<file path="config.mk">
export PLATFORM = sky130hd
export DESIGN_NAME = alu_result_fifo
export DESIGN_NICKNAME = d
export VERILOG_FILES = /design/src/rtl/alu_result_fifo.sv
export SDC_FILE = /design/constraint.sdc
export NUM_CORES = 1
export LEC_CHECK = 0
export ABC_AREA = 1
export BUFFER_PORTS_ARGS = -buffer_cell sky130_fd_sc_hd__buf_4
export CORE_ASPECT_RATIO = 0.5
export CORE_UTILIZATION = 37
export CTS_CLUSTER_SIZE = 16
export DETAILED_ROUTE_END_ITERATION = 6
export PLACE_DENSITY = 0.59
export SLEW_MARGIN = 0
export SYNTH_ARGS = -nofsm -noshare
export SYNTH_HDL_FRONTEND = slang
export SYNTH_SLANG_ARGS = --single-unit
</file>
<file path="constraint.sdc">
create_clock -name clk -period 2.5 [get_ports clk]
set_input_delay 0.5 -clock clk [delete_from_list [all_inputs] [get_ports clk]]
set_output_delay 0.5 -clock clk [all_outputs]
set_load 0.03 [all_outputs]
</file>
<file path="src/rtl/alu_result_fifo.sv">
// alu_result_fifo: registered output stage behind the 16-bit combinational ALU.
// Captures {opcode, result} with zero/negative flags computed at capture time
// and buffers them in a small FIFO presented through a valid/ready handshake.
//
// Handshake: a transfer happens on a rising edge where valid and ready are
// both high. in_ready and out_valid depend only on the registered occupancy,
// so neither has a combinational path from the partner's valid/ready input.
module alu_result_fifo #(
  parameter int WIDTH = 16,
  parameter int DEPTH = 4,
  parameter int OPW   = 4,
  localparam int AW   = $clog2(DEPTH),
  localparam int CW   = AW + 1
) (
  input  logic             clk,
  input  logic             rst_n,
  input  logic             in_valid,
  output logic             in_ready,
  input  logic [WIDTH-1:0] in_result,
  input  logic [OPW-1:0]   in_op,
  output logic             out_valid,
  input  logic             out_ready,
  output logic [WIDTH-1:0] out_result,
  output logic [OPW-1:0]   out_op,
  output logic             out_zero,
  output logic             out_neg,
  output logic [CW-1:0]    count,
  output logic [15:0]      total
);

  localparam logic [AW-1:0] PTR_ONE = {{(AW-1){1'b0}}, 1'b1};
  localparam logic [CW-1:0] CNT_ONE = {{(CW-1){1'b0}}, 1'b1};
  localparam logic [CW-1:0] CNT_MAX = CW'(DEPTH);

  logic [WIDTH-1:0] r_res  [DEPTH];
  logic [OPW-1:0]   r_op   [DEPTH];
  logic             r_zero [DEPTH];
  logic             r_neg  [DEPTH];
  logic [AW-1:0]    r_wr_ptr;
  logic [AW-1:0]    r_rd_ptr;
  logic [CW-1:0]    r_count;
  logic [15:0]      r_total;

  logic w_full;
  logic w_empty;
  logic w_push;
  logic w_pop;

  assign w_full  = (r_count == CNT_MAX);
  assign w_empty = (r_count == '0);
  // Pop is gated by non-empty, so a push into an empty FIFO never bypasses.
  assign w_push  = in_valid & ~w_full;
  assign w_pop   = out_ready & ~w_empty;

  assign in_ready   = ~w_full;
  assign out_valid  = ~w_empty;
  assign out_result = r_res[r_rd_ptr];
  assign out_op     = r_op[r_rd_ptr];
  // Flags are forced low while nothing is presented so a reset-zero slot
  // does not read as a zero result.
  assign out_zero   = out_valid & r_zero[r_rd_ptr];
  assign out_neg    = out_valid & r_neg[r_rd_ptr];
  assign count      = r_count;
  assign total      = r_total;

  // Entry storage: write the incoming result and its capture-time flags.
  always_ff @(posedge clk or negedge rst_n) begin
    if (!rst_n) begin
      for (int i = 0; i < DEPTH; i++) begin
        r_res[i]  <= '0;
        r_op[i]   <= '0;
        r_zero[i] <= 1'b0;
        r_neg[i]  <= 1'b0;
      end
    end else if (w_push) begin
      r_res[r_wr_ptr]  <= in_result;
      r_op[r_wr_ptr]   <= in_op;
      r_zero[r_wr_ptr] <= (in_result == '0);
      r_neg[r_wr_ptr]  <= in_result[WIDTH-1];
    end
  end

  // Pointers wrap naturally because DEPTH is a power of two.
  always_ff @(posedge clk or negedge rst_n) begin
    if (!rst_n) begin
      r_wr_ptr <= '0;
      r_rd_ptr <= '0;
    end else begin
      if (w_push) r_wr_ptr <= r_wr_ptr + PTR_ONE;
      if (w_pop)  r_rd_ptr <= r_rd_ptr + PTR_ONE;
    end
  end

  // Occupancy: unchanged on simultaneous push and pop.
  always_ff @(posedge clk or negedge rst_n) begin
    if (!rst_n) begin
      r_count <= '0;
    end else begin
      case ({w_push, w_pop})
        2'b10:   r_count <= r_count + CNT_ONE;
        2'b01:   r_count <= r_count - CNT_ONE;
        default: r_count <= r_count;
      endcase
    end
  end

  // Accepted-result counter, wraps modulo 2^16.
  always_ff @(posedge clk or negedge rst_n) begin
    if (!rst_n) begin
      r_total <= '0;
    end else if (w_push) begin
      r_total <= r_total + 16'd1;
    end
  end

endmodule

</file>
==> metrics, run 1 <==
CP arrival 1.80 ns; Nets 681; VDD IR max 0.467 mV; Final Util 0.455; Unique masters post-synth 30; Die Ht 85.1 um; RSZ-0062 raised after global routing no; Synth Area per Inst 8.59 um2; core area 13100 um2; H-tree levels 3; Max-slew headroom 0.678; cts bufs inserted 9; leakage 0.00291 uW; starting density of the core 0.391; setup tns final 0 ns; critical path fanouts, max 14; count of final hold-check violations 0; overall power 8140 uW; GRT Util Overall 0.177; max cap viols 0; Tightest Pin Transition 0.482 ns; cell mode on critical path buf_4; fin crit period 2.30 ns; switching portion of total power 0.443; CTS resizes 0; Die W 168 um; vias 4011; I/O Pins 67; Worst setup EP type output port; CP max stage cell dfrtp_1; routability cong. 0.801; die area 14300 um2; Clock power frac 0.167; Logic pwr share 0.484; drt drc 0; CTS tree yes; largest net degree at the start of global routing 45; crit share post-route 0.919; share of cells above drive strength 1 0.168; Starting DRT DRC Count 266; first-pass GRT wire length 19800 um; critical path launch point type flip-flop; Antenna Diode Count 0; worst-path cell chain inv_1 -> buf_4 -> o21ai_0 -> o22ai_1 -> buf_4; P_sw 3610 uW; WL/cell 14.1 um; drt first pass iters 5; clk sinks 107; Seq/Total Area, Yosys 0.524; Ys Warns 0; Fmax 0.435 GHz; worst-skew pair later-pin latency 0.35 ns; synthesized area 5110 um2; status finished clean; Power Internal 4530 uW; clk buf depth 2; crit-path max cell delay 0.38 ns; vias in the first global route 3858; Critical Path RT 2.00 ns; sequential share of power 0.349; critical path type reg2out; DP HPWL 7640 um; root buf cell clkbuf_16; Power Dens Cells 1370 nW/um2; cells on worst reg2reg path 9; vias per cell 4.86; gr ovfl total 0; initial antenna violation count 1; post-synth net total 626; Fin Clk Skew 0.0143 ns; final setup vio count 0; Rows 29; area delta synth->final 16.4%; Setup Buffers After CTS 0; Hold-fix buffers, CTS 0; Post-Synthesis Cells 595; Total Wirelength 11700 um; Reg clk slew, reported paths 0.08 ns; Seq cells post-synth 107; most frequent cells in the layout 135 x nand2_1, 107 x dfrtp_1, 82 x o21ai_1, 73 x buf_4, 63 x nor2_1; Routed Antenna Nets 0; Pins Over Slew Limit 0; most common library cell in the layout ignoring fill and taps nand2_1; buffers added on ports 66; worst min path class in2async
-- final timing paths --
| check | end | from | slack, ns |
|---|---|---|---|
| worst max-delay path | out_result[13] | r_rd_ptr[1] | 0.20 |
| worst min-delay path | total[3] | rst_n | 0.04 |
| worst max register to register | count[2] | count[0] | 0.46 |
| worst min register to register | r_res[38] | r_res[38] | 0.49 |
| max in group asynchronous | r_res[60] | rst_n | 1.84 |
| min in group clk | r_op[11] | in_op[3] | 0.45 |
-- power by group through the flow --
| stage | Combinational, uW | Clock, uW | Sequential [uW] |
|---|---|---|---|
| after global placement | 3950 | 0 | 2840 |
| after global routing | 4380 | 1460 | 2930 |
| after floorplan | 2750 | 0 | 2910 |
| after CTS | 3990 | 1400 | 2840 |
| after detailed placement | 3980 | 0 | 2860 |
| final | 3940 | 1360 | 2840 |
-- cells by family after synthesis --
family,share of synthesized area
AND/OR/NAND/NOR,0.203
AO/OA/AOI/OAI,0.151
buffers and inverters,0.0871
XOR/XNOR,0.0171
flip-flops,0.524
adder cells (fa/ha/maj),0.0186
-- routing by layer --
layer	track usage	wire, um
met1	0.254	5890
met5	0	0
met2	0.260	5040
met3	0.0522	627
met4	0.0455	105
-- cells in the mapped netlist, drive strengths merged --
master | instances | area share
buf | 20 | 0.036
inv | 56 | 0.044
clkbuf | 10 | 0.0073
ha | 6 | 0.015
o22ai | 19 | 0.023
o21ai | 127 | 0.12
xor2 | 7 | 0.012
nand3 | 11 | 0.011
fa | 1 | 0.0039
nand2 | 141 | 0.11
nand4 | 9 | 0.011
nand3b | 2 | 0.0029
dfrtp | 107 | 0.52
nor3 | 2 | 0.0042
nor2 | 71 | 0.064
xnor2 | 3 | 0.0051
a21oi | 3 | 0.0029
-- registers in the layout (all words and copies together) (netlist names) --
| register | flops |
|---|---|
| r_wr_ptr | 2 |
| r_res | 60 |
| r_rd_ptr | 2 |
| total | 16 |
| r_neg | 4 |
| r_op | 16 |
| r_zero | 4 |
| count | 3 |
-- metrics by stage --
step                      setup WS, ns  cell area (um2)  hold slack (ns)  std cells
after CTS                        0.193             5950           0.0374        825
after floorplan                  0.305             5110            0.204        595
after global routing            0.0425             5950           0.0415        825
after detailed placement         0.470             5670            0.419        809
after global placement           0.516             5670            0.422        809
final                            0.202             5950           0.0362        825
-- layout make-up --
cell class              count  area, um2
well taps                 170        213
inverters                  56        223
fillers                  1330       7110
clock buffers              11        243
repair buffers             74        568
clock inverters             5       36.3
flip-flops and latches    107       2680
multi-input cells         402       1990
-- critical path: cells and delay by family (launching register included) --
kind / cells / cell delay (ns)
flip-flops: 1 / 0.38
AO/OA/AOI/OAI: 2 / 0.26
buffers and inverters: 3 / 0.82
Note: power is estimated with default switching activity, not from simulation.
==> inputs of run 2 (changes only) <==
--- a/config.mk
+++ b/config.mk
@@ -12,6 +12,7 @@
 export CTS_CLUSTER_SIZE = 16
 export DETAILED_ROUTE_END_ITERATION = 6
 export PLACE_DENSITY = 0.59
+export RECOVER_POWER = 50
 export SLEW_MARGIN = 0
 export SYNTH_ARGS = -nofsm -noshare
 export SYNTH_HDL_FRONTEND = slang
==> run 2 against run 1 <==
Clock-buffer cell count unchanged. Worst setup slack worse by 0.0044 ns. Combinational power decreased by 1%. Hold slack improved by 0.38 ns. Final cell count unchanged. Global-route usage did not move.
==> metrics, run 2 (same netlist as run 1, synthesis figures left out) <==
most frequent cells in the layout 137 x nand2_1, 107 x dfrtp_1, 82 x o21ai_1, 66 x buf_4, 65 x nor2_1; area delta synth->final 15.3%; final setup vio count 0; H-tree levels 3; drt first pass iters 5; vias per cell 4.86; vias in the first global route 3858; Rows 29; internal reg-to-reg setup slack 0.38 ns; Global Route met1 Usage 0.254; Reg clk slew, reported paths 0.08 ns; worst-skew pair later-pin latency 0.35 ns; setup tns final 0 ns; Top delay family on crit path buffers and inverters; status finished clean; core area 13100 um2; critical path fanouts, max 14; Critical Path RT 2.00 ns; critical path launch point type flip-flop; met3 usage 0.0522; Worst setup EP type output port; RSZ-0062 raised after global routing no; Setup Buffers After CTS 0; gr ovfl total 0; I/O Pins 67; Antenna Diode Count 0; CTS resizes 0; routability cong. 0.801; CP arrival 1.80 ns; critical path type reg2out; most common library cell in the layout ignoring fill and taps nand2_1; largest net degree at the start of global routing 45; root buf cell clkbuf_16; worst min path class in2async; buffers added on ports 66; leakage 0.00286 uW; clk sinks 107; fin crit period 2.30 ns; crit-path max cell delay 0.38 ns; Die Ht 85.1 um; Tightest Pin Transition 1.31 ns; cell mode on critical path buf_4; cts bufs inserted 9; CP max stage cell dfrtp_1; CTS tree yes; Cell Count, Final, Fillers Out 825; Inst Count DP 809; first-pass GRT wire length 19800 um; Starting DRT DRC Count 271; max cap viols 0; starting density of the core 0.391; Power Dens Cells 1370 nW/um2; VDD IR max 0.464 mV; met2 GRT Util 0.260; vias 4010; Nets 681; worst-path cell chain inv_1 -> buf_4 -> o21ai_0 -> o22ai_1 -> buf_4; initial antenna violation count 1; GRT Util Overall 0.177; Pins Over Slew Limit 0; crit share post-route 0.921; Die W 168 um; Fin Clk Skew 0.0137 ns; # fillers 1342; Hold-fix buffers, CTS 0; clk buf depth 2; die area 14300 um2; WP buf/inv 3; drt drc 0; count of final hold-check violations 0; Total Wirelength 11700 um; Max-slew headroom 0.128; max reg flops 60; Routed Antenna Nets 0; DP HPWL 7640 um; share of cells above drive strength 1 0.154; most flop-heavy register r_res; busiest grt layer met2; WL/cell 14.1 um; Fmax 0.434 GHz
-- run 2: cell types whose count changed in the layout (fill, tap and decap cells not counted), sizes merged --
| cell | delta |
|---|---|
| clkinvlp | +1 |
| buf | -7 |
| inv | -1 |
| clkbuf | +7 |
-- run 2: stage by stage --
stage | utilization | hold slack (ns) | cell area (um2) | power [uW] | setup slack, ns
floorplan | - | 0.204 | 5110 | 5660 | 0.305
CTS | 0.455 | 0.0374 | 5950 | 8220 | 0.193
detailed placement | 0.434 | 0.419 | 5670 | 6840 | 0.470
global placement | 0.434 | 0.422 | 5670 | 6790 | 0.516
finish | 0.451 | 0.420 | 5890 | 8090 | 0.198
global route | 0.451 | 0.458 | 5890 | 8730 | 0.0425
-- run 2: final timing paths --
| check | startpoint | endpoint | depth (start not counted) |
|---|---|---|---|
| max reg2reg | count[0] | count[2] | 9 |
| min in group clk | in_op[3] | r_op[11] | 3 |
| min | rst_n | total[3] | 1 |
| max in group asynchronous | rst_n | r_res[54] | 2 |
| min reg2reg | r_res[38] | r_res[38] | 2 |
| max | r_rd_ptr[1] | out_result[13] | 5 |
-- run 2: power by group --
group          switching, uW  total [uW]  internal [uW]
logic                   2530        3900           1370
registers                400        2830           2430
clock network            650        1360            706
total                   3580        8090           4510
-- run 2: layout make-up --
cell class | count | area (um2) | share of cell area
clock inverters | 5 | 36.3 | 0.00616
flip-flops and latches | 107 | 2680 | 0.454
clock buffers | 11 | 243 | 0.0412
repair buffers | 74 | 544 | 0.0923
well taps | 170 | 213 | 0.0361
multi-input cells | 402 | 1960 | 0.332
inverters | 56 | 221 | 0.0376
-- run 2: metal layers --
metal | part of all wire | vias up
met5 | 0 | -
met4 | 0.0090 | 0
met3 | 0.051 | 11
met2 | 0.43 | 68
met1 | 0.51 | 1891
li1 | - | 2040
==> inputs of run 3 (changes only) <==
--- a/config.mk
+++ b/config.mk
@@ -9,6 +9,7 @@
 export BUFFER_PORTS_ARGS = -buffer_cell sky130_fd_sc_hd__buf_4
 export CORE_ASPECT_RATIO = 0.5
 export CORE_UTILIZATION = 37
+export CTS_BUF_LIST = sky130_fd_sc_hd__clkbuf_8
 export CTS_CLUSTER_SIZE = 16
 export DETAILED_ROUTE_END_ITERATION = 6
 export PLACE_DENSITY = 0.59
==> run 3 against run 2 <==
Via count is essentially flat. Non-clock buffer count grew 1. Final area shrank 1.5%. Die area is the same. Core utilization shrank 0.66 points. Clock skew grew 0.0075 ns. Total power shrank 4.5%. Worst setup slack gained 0.014 ns. Global-route usage grew 0.079 points. Register-to-register slack is essentially flat. Final cell count grew 0.12%.
==> metrics, run 3 (same netlist as run 1, synthesis figures left out) <==
cts bufs inserted 9; initial antenna violation count 1; Pins Over Slew Limit 0; CTS tree yes; vias per cell 4.86; Setup Buffers After CTS 0; RSZ-0062 raised after global routing no; Worst Hold Launch in_op[3]; Endpoint, Worst Hold r_op[11]; Fin Clk Skew 0.0212 ns; worst min path class in2reg; Rows 29; Nets 682; GRT Util Overall 0.177; cells on worst reg2reg path 9; critical path type reg2out; gr ovfl total 0; most common library cell in the layout ignoring fill and taps nand2_1; status finished clean; max reg flops 60; I/O Pins 67; leakage 0.00282 uW; drt first pass iters 4; Critical Path RT 2.00 ns; Antenna Diode Count 0; Routed Antenna Nets 0; area delta synth->final 13.6%; clk sinks 107; Hold Crit Depth 3; critical path fanouts, max 43; Reg clk slew, reported paths 0.10 ns; VDD IR max 0.468 mV; first-pass GRT wire length 19800 um; Power Dens Cells 1330 nW/um2; count of final hold-check violations 0; Fmax 0.437 GHz; critical path launch point r_rd_ptr[0]; max cap viols 0; most flop-heavy register r_res; DP HPWL 7640 um; Tightest Pin Transition 1.32 ns; core area 13100 um2; routability cong. 0.801; setup tns final 0 ns; Max-slew headroom 0.118; Worst setup EP type output port; internal reg-to-reg setup slack 0.37 ns; fin crit period 2.29 ns; die area 14300 um2; Starting DRT DRC Count 275; starting density of the core 0.391; worst-skew pair later-pin latency 0.38 ns; drt drc 0; worst r2r src count[0]; largest net degree at the start of global routing 45; Total Wirelength 11500 um; H-tree levels 3; share of cells above drive strength 1 0.155; vias in the first global route 3824; Final Util 0.445; CP arrival 1.79 ns; critical path launch point type flip-flop; Die Ht 85.1 um; clk buf depth 2; most frequent cells in the layout 137 x nand2_1, 107 x dfrtp_1, 82 x o21ai_1, 67 x buf_4, 66 x nor2_1; Die W 168 um; crit share post-route 0.915; Reg2Reg Capture Point count[2]; root buf cell clkbuf_8; final setup vio count 0; WL/cell 14.0 um; buffers added on ports 66; vias 4014
run 3: cell types whose count changed in the layout (fill, tap and decap cells not counted), sizes merged:
| cell | previous run | this run |
|---|---|---|
| buf | 67 | 68 |
| clkbuf | 18 | 16 |
| clkinvlp | 4 | 5 |
| dlygate4sd3 | 0 | 1 |
run 3: critical path, cell delays in order, from the launching register on:
cell     delay (ns)
dfrtp_1        0.37
buf_4          0.40
nor2_1         0.10
nor2_1         0.09
o21ai_0        0.12
a21oi_1        0.17
buf_4          0.18
run 3: power breakdown:
group | internal, uW | switching [uW] | total, uW
clock | 389 | 612 | 1000
combinational | 1380 | 2520 | 3900
sequential | 2430 | 400 | 2830
total | 4190 | 3530 | 7720
run 3: final cells by class:
class,count,area [um2]
clock buffers,10,138
clock inverters,6,40.0
fillers,1351,7250
inverters,56,225
multi-input cells,402,1960
flip-flops and latches,107,2680
well taps,170,213
repair buffers,75,558
run 3: metal layers:
layer,global-route usage,part of all wire,wire [um],vias to the layer above
li1,-,-,-,2054
met1,0.253,0.50,5780,1875
met2,0.260,0.43,4960,73
met3,0.0592,0.059,683,12
met4,0.0430,0.0095,110,0
met5,0,0,0,-
run 3: worst max-delay path by stage:
| stage | to | cells after the start |
|---|---|---|
| after detailed placement | count[2] | 9 |
| after global routing | out_zero | 6 |
| after CTS | out_result[13] | 5 |
| final | out_neg | 6 |
| after floorplan | count[2] | 10 |
| after global placement | count[2] | 9 |
run 3: per-stage QoR:
stage	total power, uW	hold slack, ns	setup WS [ns]	cell area, um2	cells
2_1_floorplan	5660	0.204	0.305	5110	595
5_1_grt	8380	0.408	0.0200	5810	826
6_report	7720	0.417	0.212	5810	826
4_1_cts	7860	0.403	0.145	5860	826
3_3_place_gp	6790	0.422	0.516	5670	809
3_5_place_dp	6840	0.419	0.470	5670	809
run 3: timing repair:
item,in CTS,in global routing
endpoints found under the hold margin,15,0
hold buffers,1,0
endpoints found under the setup margin,0,1
resized for setup,0,1
